File: config.mk
export PLATFORM = sky130hd
export DESIGN_NAME = regfile_mp
export DESIGN_NICKNAME = d
export VERILOG_FILES = /design/src/rtl/regfile_mp.sv
export SDC_FILE = /design/constraint.sdc
export NUM_CORES = 1
export LEC_CHECK = 0
export ABC_AREA = 1
export ABC_CLOCK_PERIOD_IN_PS = 4300
export BUFFER_PORTS_ARGS = -buffer_cell sky130_fd_sc_hd__buf_2
export CAP_MARGIN = 10
export CELL_PAD_IN_SITES_DETAIL_PLACEMENT = 0
export CELL_PAD_IN_SITES_GLOBAL_PLACEMENT = 2
export CORE_ASPECT_RATIO = 1.25
export CORE_MARGIN = 2
export CORE_UTILIZATION = 39
export DETAILED_ROUTE_END_ITERATION = 6
export GPL_ROUTABILITY_DRIVEN = 0
export PLACE_DENSITY = 0.76
export SYNTH_ARGS = -nofsm -noshare
export SYNTH_HDL_FRONTEND = slang
export SYNTH_SLANG_ARGS = --single-unit
File: constraint.sdc
create_clock -name i_clk -period 4.3 [get_ports i_clk]
set_clock_uncertainty 0.05 [all_clocks]
set_input_delay 0.215 -clock i_clk [delete_from_list [all_inputs] [get_ports i_clk]]
set_output_delay 0.215 -clock i_clk [all_outputs]
set_load 0.01 [all_outputs]
File: src/rtl/regfile_mp.sv
// Multi-read-port register file with a per-register busy scoreboard and a power-up clear sequence.
// Optional write-to-read forwarding is enabled by defining REGS_BYPASS_EN.
module regfile_mp #(
    parameter int XLEN   = 32,
    parameter int DEPTH  = 32,
    parameter int NUM_RD = 2,
    localparam int AW    = $clog2(DEPTH)
) (
    input  logic                   i_clk,
    input  logic                   i_rst,
    input  logic                   i_ce,
    input  logic [NUM_RD*AW-1:0]   i_addr_rd,
    output logic [NUM_RD*XLEN-1:0] o_dat_rd,
    output logic [NUM_RD-1:0]      o_busy_rd,
    input  logic                   i_we,
    input  logic [AW-1:0]          i_addr_wr,
    input  logic [XLEN-1:0]        i_dat_wr,
    input  logic                   i_mark_we,
    input  logic [AW-1:0]          i_mark_addr,
    output logic                   o_ready
);

    typedef enum logic {
        CLEAR,
        RUN
    } state_t;

    state_t                   state_q, state_d;
    logic [AW-1:0]            cnt_q, cnt_d;
    logic [XLEN-1:0]          regs [DEPTH];
    logic [DEPTH-1:0]         busy_q, busy_d;
    logic                     wr_en, mark_en;
    logic [AW-1:0]            ra;
    logic [NUM_RD*XLEN-1:0]   rd_dat_d, dat_rd_q;
    logic [NUM_RD-1:0]        rd_busy_d, busy_rd_q;

    always_ff @(posedge i_clk) begin
        if (i_rst) begin
            state_q <= CLEAR;
            cnt_q   <= '0;
        end else begin
            state_q <= state_d;
            cnt_q   <= cnt_d;
        end
    end

    always_comb begin
        state_d = state_q;
        cnt_d   = cnt_q;
        case (state_q)
            CLEAR: begin
                cnt_d = cnt_q + AW'(1);
                if (cnt_q == AW'(DEPTH - 1)) state_d = RUN;
            end
            RUN:     state_d = RUN;
            default: state_d = CLEAR;
        endcase
    end

    always_comb begin
        wr_en   = (state_q == RUN) && i_ce && i_we && (i_addr_wr != '0);
        mark_en = (state_q == RUN) && i_ce && i_mark_we && (i_mark_addr != '0);
        busy_d  = busy_q;
        // Mark is applied after the write clear so a same-address mark wins.
        if (wr_en)   busy_d[i_addr_wr]   = 1'b0;
        if (mark_en) busy_d[i_mark_addr] = 1'b1;
    end

    always_ff @(posedge i_clk) begin
        if (i_rst) busy_q <= '0;
        else       busy_q <= busy_d;
    end

    // Storage is zeroed only by the clear sequence, never by reset itself.
    always_ff @(posedge i_clk) begin
        if (!i_rst) begin
            if (state_q == CLEAR) regs[cnt_q] <= '0;
            else if (wr_en)       regs[i_addr_wr] <= i_dat_wr;
        end
    end

    always_comb begin
        rd_dat_d  = '0;
        rd_busy_d = '0;
        ra        = '0;
        for (int unsigned k = 0; k < NUM_RD; k++) begin
            ra = i_addr_rd[k*AW +: AW];
            rd_dat_d[k*XLEN +: XLEN] = (ra == '0) ? '0 : regs[ra];
            rd_busy_d[k]             = busy_q[ra];
`ifdef REGS_BYPASS_EN
            if (wr_en && (ra == i_addr_wr)) begin
                rd_dat_d[k*XLEN +: XLEN] = i_dat_wr;
                rd_busy_d[k]             = busy_d[ra];
            end
`endif
        end
    end

    always_ff @(posedge i_clk) begin
        if (i_rst || state_q != RUN) begin
            dat_rd_q  <= '0;
            busy_rd_q <= '0;
        end else begin
            dat_rd_q  <= rd_dat_d;
            busy_rd_q <= rd_busy_d;
        end
    end

    assign o_dat_rd  = dat_rd_q;
    assign o_busy_rd = busy_rd_q;
    assign o_ready   = (state_q == RUN);

endmodule

-- Yosys cells after proc, flatten, opt, wreduce, memory -nomap -nowiden
Memory sizes are Yosys's and may differ from the RTL's. A register that Yosys moved wholly into a read port is not among the register bits.
Cells that the tools add are included.
- memories kept: 1
- output and inout port bits: 67
- RAM bits: 1024
- register bits: 40
- bits of input ports: 57
- muxes and demuxes: 22
- eq/ne operators: 1
- reductions and logical operators: 15
- order comparisons: 6
- bitwise logic cells: 4
- $add $sub $neg: 1
- memories (name ; depth ; width ; rd ports ; clocked after memory_dff ; write ports ; RTL line ; RTL):
    regs ; 32 ; 32 ; 2 ; 2 ; 1 ; 30 ; logic [XLEN-1:0] regs [DEPTH];
- operators with widths (kind ; number):
    32-bit 2-to-1 mux ; 3
    32-bit bitwise AND ; 1
    32-bit NOT ; 1
    32-bit bitwise OR ; 1
    32-bit OR reduction ; 1
    5-bit by 6-bit < comparator with 1-bit output, second input constant ; 4
    1-bit 2-to-1 mux ; 13
    1-bit binary-select mux with 5-bit select ; 2
    1-bit demux with 5-bit select ; 2
    5-bit by 1-bit greater-or-equal comparator with 1-bit output, second input constant ; 2
    5-bit logical NOT ; 2
    5-bit nonzero test ; 2
    1-bit logical AND ; 7
    5-bit by 1-bit adder with 5-bit output, second input constant ; 1
    5-bit equality test, second input constant ; 1
    5-bit 2-to-1 mux ; 1
    2-bit OR reduction ; 2
    1-bit case mux with 2 select lines ; 1
    1-bit logical OR ; 1
    1-bit NOT ; 1

-- Depth between registers and ports, before layout
- word-level depth: 9
- gate-level depth with buffers: 13

-- Worst setup path before layout
Ideal clock, no wire load.
- path type: register -> register
- start: reg state_q, in the netlist o_ready
- end: mem regs[0][0] (enable)
- required time: 3829 ps
- slack: 1135 ps
- data arrival time: 2694 ps
- period minus slack after synthesis: 3165 ps
- stages on the path, launching flop included: 8
- path buffers: 2
- cell sequence: dfxtp_1 -> and3_1 -> buf_4 -> buf_6 -> nand4_1 -> nand2_1 -> nand3_1 -> nor2_1
- cells in the longest elaborated chain, start to end: 9
- ends and longest elaborated chain (item ; RTL line ; RTL):
    start: declaration ; 28 ; state_t state_q, state_d;
    start signal: assignment ; 42 ; state_q <= state_d;
    1-bit logical AND (3 in series) ; 61 ; wr_en = (state_q == RUN) && i_ce && i_we && (i_addr_wr != '0);
    1-bit 2-to-1 mux ; 78 ; else if (wr_en) regs[i_addr_wr] <= i_dat_wr;
    1-bit 2-to-1 mux ; 77 ; if (state_q == CLEAR) regs[cnt_q] <= '0;
    1-bit 2-to-1 mux ; 76 ; if (!i_rst) begin
    1-bit 2-to-1 mux (implied by the code) ; 78 ;
    32-bit OR reduction (no source line) ; -- ;
    5-bit 2-to-1 mux (no source line) or 1-bit 2-to-1 mux (tied branches) ; -- ;
    end: declaration ; 30 ;
Several ways; a longest one is shown, not always the timed one.

-- Final worst setup path
- start: reg state_q, in the netlist o_ready
- end: mem regs[13][11] (enable)
The elaborated chain is that of the path after synthesis.

==> reports/results.txt <==
Overflow after GRT: 0
critical path class: reg2reg
Slew @ Worst Pin: 1.07 ns
Max Fclk: 327 MHz
DRT iter0 DRCs: 5084
CP max-delay cell: and3_1
MaxCap Viol Count: 0
top_reg_cell synth: edfxtp_1
crit share post-route: 71.2%
R2R cell count: 7
Cell Area, Synth: 0.0556 mm2
gr usage total: 31.0%
Nets: 6569
share of layout cells above drive strength 1: 8.95%
vias in the first global route: 45900
Post-synth ARST share: 0%
Core ar.: 0.141 mm2
Hold EP: busy_q[17]
Worst EP required: 4.66 ns
residual DRC count: 0
WHS Path Cells: 5
CP Cell Sequence: and3_1 > nand3_4 > o21ai_2 > nand3_1 > buf_4 > nor2_4 > buf_4
Yosys cell types: 32
hold_buf cts: 34
clock sinks: 1128
arrival time at the worst endpoint: 3.42 ns
io pins: 124
HPWL after detailed placement: 130 mm
Startpoint Class: register
worst stage delay on the critical path: 0.52 ns
Die Span X: 342 um
final non-filler cell area: 0.0633 mm2
CP delay by family, top: simple AND/OR/NAND/NOR gates
most frequent CP cell: buf_4
die height: 426 um
Pwr Total: 25.5 mW
clock slew at reported path FFs: 0.06 ns
Initial Util: 39.4%
CTS tree: done
post-CTS setup buffer count: 0
largest net degree at the start of global routing: 133
routed len/inst: 27.0 um
H-tree levels: 3
critical path buffer and inverter count: 2
Hold WC Path Type: in2reg
first-pass GRT wire length: 328 mm
maximum clock path buffer count: 3
RSZ-0062 raised after global routing: false
Cells after Synth: 6488
DR vias: 47600
slew margin rel.: 28.5%
leak pwr: 25.5 nW
First-pass DRT Iterations: 6
syn nets: 6547
setup_tns: 0 ns
r2r endpoint: regs[13][11]
largest fanout on the critical path: 16
Max IR drop VDD: 0.000364 V
share of the yosys chip area belonging to registers: 59.0%
Worst Setup SP: o_ready
final setup violation count: 0
Placement Cell Area: 0.0588 mm2
worst-skew pair later-pin latency: 0.77 ns
DRT Wirelength: 229 mm
Post-Layout Cell Count: 8489
vias per cell: 5.60
most frequent cells in the layout: nand2_1, nand3_1, edfxtp_1
R2R Setup Slk: 1.24 ns
Hold Crit Start: i_addr_wr[3]
Slew Limit Fails: 0
commonest non-fill, non-tap cell in the layout: nand2_1
syn avg cell area: 8.57 um2
synth warn: 0
port bufs: 123
row cnt: 154
P per Cell Area: 403 mW/mm2
antenna viol nets, final: 0
Yosys reg bits: 1128
area added between synthesis and finish: 13.8%
Critical R2R Launch: o_ready
Root Buffer: clkbuf_16
Post-synth EDFFs: 1024
DIE AREA: 0.146 mm2
Inst Count DP: 8227
count of final hold-check violations: 0
CTS Buf Count: 119
post-cts gate resize count: 0
status: completed
Final Critical Period: 3.06 ns
Crit. End Element: register
initial antenna violation count: 5
-- cells in the mapped netlist (2+ instances only) --
master	number	share of area (%)
nand2_1	2823	19
nand3_1	1254	11
edfxtp_1	1024	55
nor2_1	292	2.0
a21oi_1	252	2.3
buf_2	243	2.2
clkbuf_1	136	0.92
o21ai_0	117	1.1
dfxtp_1	104	3.7
inv_1	96	0.65
buf_1	53	0.36
buf_4	19	0.26
nor3_1	17	0.15
nand4_1	13	0.15
o21ai_1	10	0.090
nand3_2	8	0.14
nand2_2	6	0.068
buf_6	3	0.061
o21ai_2	3	0.047
clkinv_1	2	0.014
ha_1	2	0.045
-- kinds of logic (layout without fill, tap and decap cells) --
| logic type | count (synthesis) | count (layout) | share of synthesized area [%] |
|---|---|---|---|
| AOI/OAI and AO/OA | 383 | 383 | 3.47 |
| adders and majority gates | 2 | 2 | 0.0450 |
| buffers and inverters | 554 | 682 | 4.46 |
| DFF | 1128 | 1128 | 59.0 |
| other | 0 | 1 | 0 |
| and+or+nand+nor | 4421 | 4421 | 33.0 |
-- per-layer routing --
| layer | global-route usage [%] | vias to the layer above | part of all wire (%) |
|---|---|---|---|
| li1 | - | 21900 | - |
| met1 | 40.1 | 23500 | 41 |
| met2 | 53.9 | 1863 | 50 |
| met3 | 3.17 | 366 | 5.8 |
| met4 | 11.3 | 0 | 3.8 |
| met5 | 0 | - | 0 |
-- final cells by class --
cell class                 count  area [um2]
clock inverter                71         871
fill                       13800       78000
inverter                     100         432
multi-input combinational   4806       20600
antenna                        1        2.50
clock buffer                 156        3290
sequential                  1128       32800
tap                         1872        2340
timing repair buffer         355        2910
-- worst min-delay path, cell delays in order --
cell,delay (ns)
buf_2,0.19
nor3_1,0.14
nand2_1,0.07
o21ai_0,0.07
a21oi_1,0.11
-- power by group --
part / switching [mW] / internal, mW
Sequential: 0.0314 / 11.9
Combinational: 1.81 / 0.668
Clock: 4.59 / 6.51
Total: 6.44 / 19.0
-- worst max-delay path by stage --
stage / to / slack [ns] / depth (start not counted)
after floorplan: regs[0][0] / 1.14 / 7
after global placement: regs[17][18] / 1.29 / 10
after detailed placement: regs[17][18] / 1.25 / 10
after CTS: regs[15][3] / 1.25 / 7
after global routing: regs[25][18] / 1.12 / 7
final: regs[13][11] / 1.24 / 7
-- per-stage QoR --
step | util (%) | setup WS (ns) | hold slack [ns]
2_1_floorplan | - | 1.14 | 0.325
4_1_cts | 44.8 | 1.25 | 0.00187
3_3_place_gp | 41.6 | 1.29 | 0.386
5_1_grt | 44.8 | 1.12 | 0.0547
3_5_place_dp | 41.6 | 1.25 | 0.393
6_report | 44.8 | 1.24 | 0.0422
-- state kept, by name (all words and copies together), names as in the netlist --
register	count
regs	1024
o_ready	1
busy_q	32
cnt_q	5
o_busy_rd	2
o_dat_rd	64
Power figures use the tool's default switching activity.
